File: src/rtl/frame_cell_loader.sv
// frame_cell_loader: per-frame raster walk that fetches each cell colour over req/ack
// and presents it to matrix_display as a one-cycle cell_en strobe.
module frame_cell_loader #(
  parameter int WIDTH      = 20,
  parameter int HEIGHT     = 15,
  parameter int B_WIDTH    = 5,
  parameter int B_HEIGHT   = 4,
  parameter int B_S_WIDTH  = 10,
  parameter int B_S_HEIGHT = 10,
  parameter int B_VGA      = 4,
  parameter int TIMEOUT    = 15
) (
  input  logic                  vclock,
  input  logic                  reset,
  input  logic [B_S_WIDTH-1:0]  hcount,
  input  logic [B_S_HEIGHT-1:0] vcount,
  input  logic                  enable,
  input  logic [3*B_VGA-1:0]    background,
  output logic                  src_req,
  output logic [B_WIDTH-1:0]    src_x,
  output logic [B_HEIGHT-1:0]   src_y,
  input  logic                  src_ack,
  input  logic [3*B_VGA-1:0]    src_rgb,
  output logic [3*B_VGA-1:0]    cell_rgb,
  output logic [B_WIDTH-1:0]    cell_x,
  output logic [B_HEIGHT-1:0]   cell_y,
  output logic                  cell_en,
  output logic                  update,
  output logic                  busy,
  output logic                  overrun,
  output logic [7:0]            miss_count
);
  localparam int CW = $clog2(TIMEOUT + 1);
  typedef enum logic [1:0] {IDLE, REQ, EMIT} state_e;
  state_e state_q, state_d;
  logic [CW-1:0] cnt_q, cnt_d;
  logic [B_WIDTH-1:0] x_q, x_d, cx_q, cx_d;
  logic [B_HEIGHT-1:0] y_q, y_d, cy_q, cy_d;
  logic [3*B_VGA-1:0] rgb_q, rgb_d;
  logic [7:0] miss_q, miss_d;
  logic req_q, req_d, en_q, en_d, upd_q, upd_d, busy_q, busy_d, ovr_q, ovr_d;
  logic fs, last_x, last_y, hit;
  assign fs     = hcount == '0 && vcount == '0;
  assign last_x = x_q == B_WIDTH'(WIDTH - 1);
  assign last_y = y_q == B_HEIGHT'(HEIGHT - 1);
  assign hit    = src_ack || cnt_q == CW'(TIMEOUT);
  always_comb begin
    state_d = state_q;
    cnt_d   = cnt_q;
    x_d     = x_q;
    y_d     = y_q;
    cx_d    = cx_q;
    cy_d    = cy_q;
    rgb_d   = rgb_q;
    miss_d  = miss_q;
    req_d   = req_q;
    busy_d  = busy_q;
    en_d    = 1'b0;
    upd_d   = 1'b0;
    // any frame start outside IDLE (including the final EMIT) is an overrun
    ovr_d   = ovr_q | (fs && state_q != IDLE);
    case (state_q)
      IDLE: if (fs && enable) begin
        state_d = REQ;
        upd_d   = 1'b1;
        busy_d  = 1'b1;
        req_d   = 1'b1;
        cnt_d   = '0;
        x_d     = '0;
        y_d     = '0;
      end
      REQ: if (hit) begin
        state_d = EMIT;
        req_d   = 1'b0;
        en_d    = 1'b1;
        cx_d    = x_q;
        cy_d    = y_q;
        rgb_d   = src_ack ? src_rgb : background;
        miss_d  = (src_ack || miss_q == 8'hFF) ? miss_q : miss_q + 8'd1;
      end else begin
        cnt_d = cnt_q + CW'(1);
      end
      EMIT: if (last_x && last_y) begin
        state_d = IDLE;
        busy_d  = 1'b0;
        x_d     = '0;
        y_d     = '0;
      end else begin
        state_d = REQ;
        req_d   = 1'b1;
        cnt_d   = '0;
        x_d     = last_x ? '0 : x_q + B_WIDTH'(1);
        y_d     = last_x ? y_q + B_HEIGHT'(1) : y_q;
      end
      default: state_d = IDLE;
    endcase
  end
  always_ff @(posedge vclock or negedge reset) begin
    if (!reset) begin
      state_q <= IDLE;
      cnt_q   <= '0;
      x_q     <= '0;
      y_q     <= '0;
      cx_q    <= '0;
      cy_q    <= '0;
      rgb_q   <= '0;
      miss_q  <= '0;
      req_q   <= 1'b0;
      en_q    <= 1'b0;
      upd_q   <= 1'b0;
      busy_q  <= 1'b0;
      ovr_q   <= 1'b0;
    end else begin
      state_q <= state_d;
      cnt_q   <= cnt_d;
      x_q     <= x_d;
      y_q     <= y_d;
      cx_q    <= cx_d;
      cy_q    <= cy_d;
      rgb_q   <= rgb_d;
      miss_q  <= miss_d;
      req_q   <= req_d;
      en_q    <= en_d;
      upd_q   <= upd_d;
      busy_q  <= busy_d;
      ovr_q   <= ovr_d;
    end
  end
  assign src_req    = req_q;
  assign src_x      = x_q;
  assign src_y      = y_q;
  assign cell_rgb   = rgb_q;
  assign cell_x     = cx_q;
  assign cell_y     = cy_q;
  assign cell_en    = en_q;
  assign update     = upd_q;
  assign busy       = busy_q;
  assign overrun    = ovr_q;
  assign miss_count = miss_q;
endmodule

File: config.mk
export PLATFORM = sky130hd
export DESIGN_NAME = frame_cell_loader
export DESIGN_NICKNAME = d
export VERILOG_FILES = /design/src/rtl/frame_cell_loader.sv
export SDC_FILE = /design/constraint.sdc
export NUM_CORES = 1
export LEC_CHECK = 0
export CORE_MARGIN = 8
export CORE_UTILIZATION = 49
export DETAILED_ROUTE_END_ITERATION = 10
export PLACE_DENSITY = 0.86
export SETUP_SLACK_MARGIN = 0.02
export SYNTH_ARGS = -nofsm -noshare
export SYNTH_HDL_FRONTEND = slang
export SYNTH_SLANG_ARGS = --single-unit
File: constraint.sdc
create_clock -name vclock -period 4.3 [get_ports vclock]
set_input_delay 1.29 -clock vclock [delete_from_list [all_inputs] [get_ports vclock]]
set_output_delay 1.29 -clock vclock [all_outputs]
set_load 0.005 [all_outputs]
==> reports/metrics.yaml <==
hold_path:
  worstHoldPathCells: 1
  hold_class: "flip-flop to flip-flop"
  hold_path_end: "miss_count[5]"
  hp-start: "miss_count[5]"
routing:
  drtIter0Drc: 95
  wl_mm: 6.51
  drc_errors: 0
  vias: 2248
  viasPerCell: 5.51
  drt_pass1_iterations: 4
  postRouteAntennaNets: 0
  wl_per_cell_um: 16.0
worst_setup_path:
  crit_buf_inv: 1
  critPathMaxFanout: 7
  cp.required_ps: 4440
  max_stage_delay_ps: 450
  slowest_stage: "nor2_1"
  endpoint_kind: "flip-flop"
  worstSetupPathType: "input pin to flip-flop"
  worstPathArrival_ps: 3000
  r2r_slack_ps: 1990
  r2r_cells: 5
  startpoint_type: "input pin"
  crit_family: "simple AND/OR/NAND/NOR gates"
  r2r-end: "cell_rgb[6]"
  r2r-start: "state_q[0]"
  path_cells: "clkdlybuf4s50_1 -> nor4_1 -> nand4_1 -> nor2_1 -> o311ai_0"
timing:
  finalCritPeriodShare_pct: 66.6
  setup-tns-final_ps: 0
  fin_hold_ws_ps: 497
  timing.fmax_mhz: 349
  finalHoldViolations: 0
  setup_viol: 0
  finalClockSkew_ps: 5.43
  slew_headroom_pct: 29.5
  final-max-slew-violation-count: 0
  tightestPinTransition_ps: 1060
  fin_crit_ps: 2870
  rsz0062_at_grt: "false"
placed_design:
  dp_hpwl_mm: 4.85
  place_area_um2: 3490
  place_congestion: 0.784
  io_buffers: 90
synth:
  async_flop_share_pct: 100
  synth_top_area_share_pct: 47.2
  syn_avg_cell_area_um2: 10.2
  syn_area_um2: 2600
  synth.largest_area_cell: "dfrtp_1"
  synth_cells: 255
  syn-num-nets: 308
  ys.flop_type: "dfrtp_1"
  synth-edff-count: 0
  synth_cell_types: 55
  ys_top_cells_by_area: "dfrtp_1 47%, mux2i_1 5.0%, a21oi_1 4.0%, mux2_2 3.9%, nand2_1 3.0%"
  synth_seq_cells: 49
  ys_seq_area_share_pct: 47.2
  yosysWarnings: 0
cts:
  worst_skew_pair.late_latency_ps: 290
  cts_tree: "yes"
  post_cts_resized: 0
  htreeDepth: 2
  clkSlewWorstSetupHoldPaths_ps: 90
  cts_buffers: 5
  post_cts_buffers: 0
  clockBufferDepth: 2
  clock_sinks: 49
  ctsHoldBuffers: 0
  cts_root_buffer: "clkbuf_8"
floorplan:
  die_x_um: 88.8
  io_pins: 91
  floorplan.rows: 26
  start_util_pct: 50.9
  dieHeight_um: 88.8
  coreArea_um2: 5110
  die_area_um2: 7890
global_routing:
  antenna_found_initial: 0
  grt_pass1_vias: 2220
  grt_overflow: 0
  grt_pass1_wl_mm: 10.6
  track_usage_pct: 16.9
  grt_max_degree: 50
layout:
  antenna_cells: 0
  layout.cells.most_common_list: "89 x clkdlybuf4s50_1, 49 x dfrtp_1, 21 x nand2_1, 21 x a21oi_1, 20 x nor2_1"
  mostFrequentLayoutCell: "clkdlybuf4s50_1"
  drive_gt1_share_pct: 8.58
  final_util_pct: 70.1
  finalNetCount: 391
  fillers: 404
  syn2layout_area_growth_pct: 37.8
  fin_area_um2: 3580
power:
  ir_worst_vdd_v: 0.000307
  power.density_nw_per_um2: 521
  leakage_nw: 1.45
outcome:
  status: "finished clean"
flow_run:
  drv_cap: 0
-- power breakdown --
group,total (mW),internal (mW),switching (mW),leakage [nW]
clock,0.271,0.128,0.143,0.0443
combinational,0.778,0.475,0.304,0.837
sequential,0.814,0.615,0.200,0.571
total,1.86,1.22,0.646,1.45
-- stage by stage --
stage / power, mW / setup slack, ps / instances
after floorplan: 1.21 / 1880 / 255
after global placement: 1.57 / 1280 / 401
after detailed placement: 1.60 / 1210 / 401
after CTS: 1.88 / 1470 / 408
after global routing: 2.01 / 1370 / 408
final: 1.86 / 1430 / 408
-- final cells by class --
cell class / instances / area [um2] / area share [%]
clock buffer: 7 / 86.3 / 2.41
inverter: 8 / 30.0 / 0.839
multi-input combinational: 182 / 1240 / 34.6
sequential: 49 / 1230 / 34.3
tap: 70 / 87.6 / 2.45
timing repair buffer: 92 / 911 / 25.5
-- worst max-delay path by stage --
stage | slack, ps | to | from | cells after the start
4_1_cts | 1470 | src_y[0] | hcount[1] | 5
3_5_place_dp | 1210 | cell_rgb[6] | src_ack | 6
5_1_grt | 1370 | src_y[0] | hcount[2] | 5
2_1_floorplan | 1880 | cell_x[0] | src_ack | 5
3_3_place_gp | 1280 | src_y[0] | hcount[1] | 5
6_report | 1430 | src_y[0] | hcount[5] | 5
-- synth_stat cells (2+ instances only) --
| master | number |
|---|---|
| nand2_1 | 21 |
| buf_6 | 3 |
| o211ai_1 | 2 |
| o31ai_1 | 2 |
| and3_1 | 6 |
| a21oi_1 | 21 |
| nor4_1 | 10 |
| nand4_1 | 7 |
| ha_1 | 5 |
| xnor2_1 | 5 |
| nor2_1 | 20 |
| buf_2 | 5 |
| o21ai_0 | 14 |
| nor4_2 | 2 |
| inv_1 | 8 |
| buf_4 | 4 |
| dfrtp_1 | 49 |
| a31oi_1 | 2 |
| nor3_2 | 2 |
| clkbuf_1 | 4 |
| xor2_1 | 2 |
| mux2i_1 | 13 |
| nor3_1 | 2 |
| nor2b_1 | 3 |
| mux2_2 | 9 |
| nand3_1 | 4 |
| a32oi_1 | 2 |
-- cells by family after synthesis --
kind of cell	Yosys count	synth area share, %
buffers and inverters	24	5.15
XOR/XNOR	7	2.36
flip-flops	49	47.2
AO/OA/AOI/OAI	61	15.1
multiplexers	22	8.91
AND/OR/NAND/NOR	87	18.8
adder cells (fa/ha/maj)	5	2.41
-- metal layers --
metal	routed length, um	GRT usage (%)	part of all wire (%)	vias to the layer above
li1	-	-	-	1098
met1	2860	20.4	44	1067
met2	3050	28.9	47	76
met3	540	3.81	8.3	7
met4	63	5.07	0.97	0
met5	0	0	0	-
-- registers in the layout, indices dropped and copies added (netlist names) --
register	flops
cell_x	5
miss_count	8
overrun	1
update	1
src_y	4
cnt_q	4
src_req	1
src_x	5
cell_rgb	12
busy	1
cell_y	4
cell_en	1
state_q	2
Note: power is estimated with default switching activity, not from simulation.
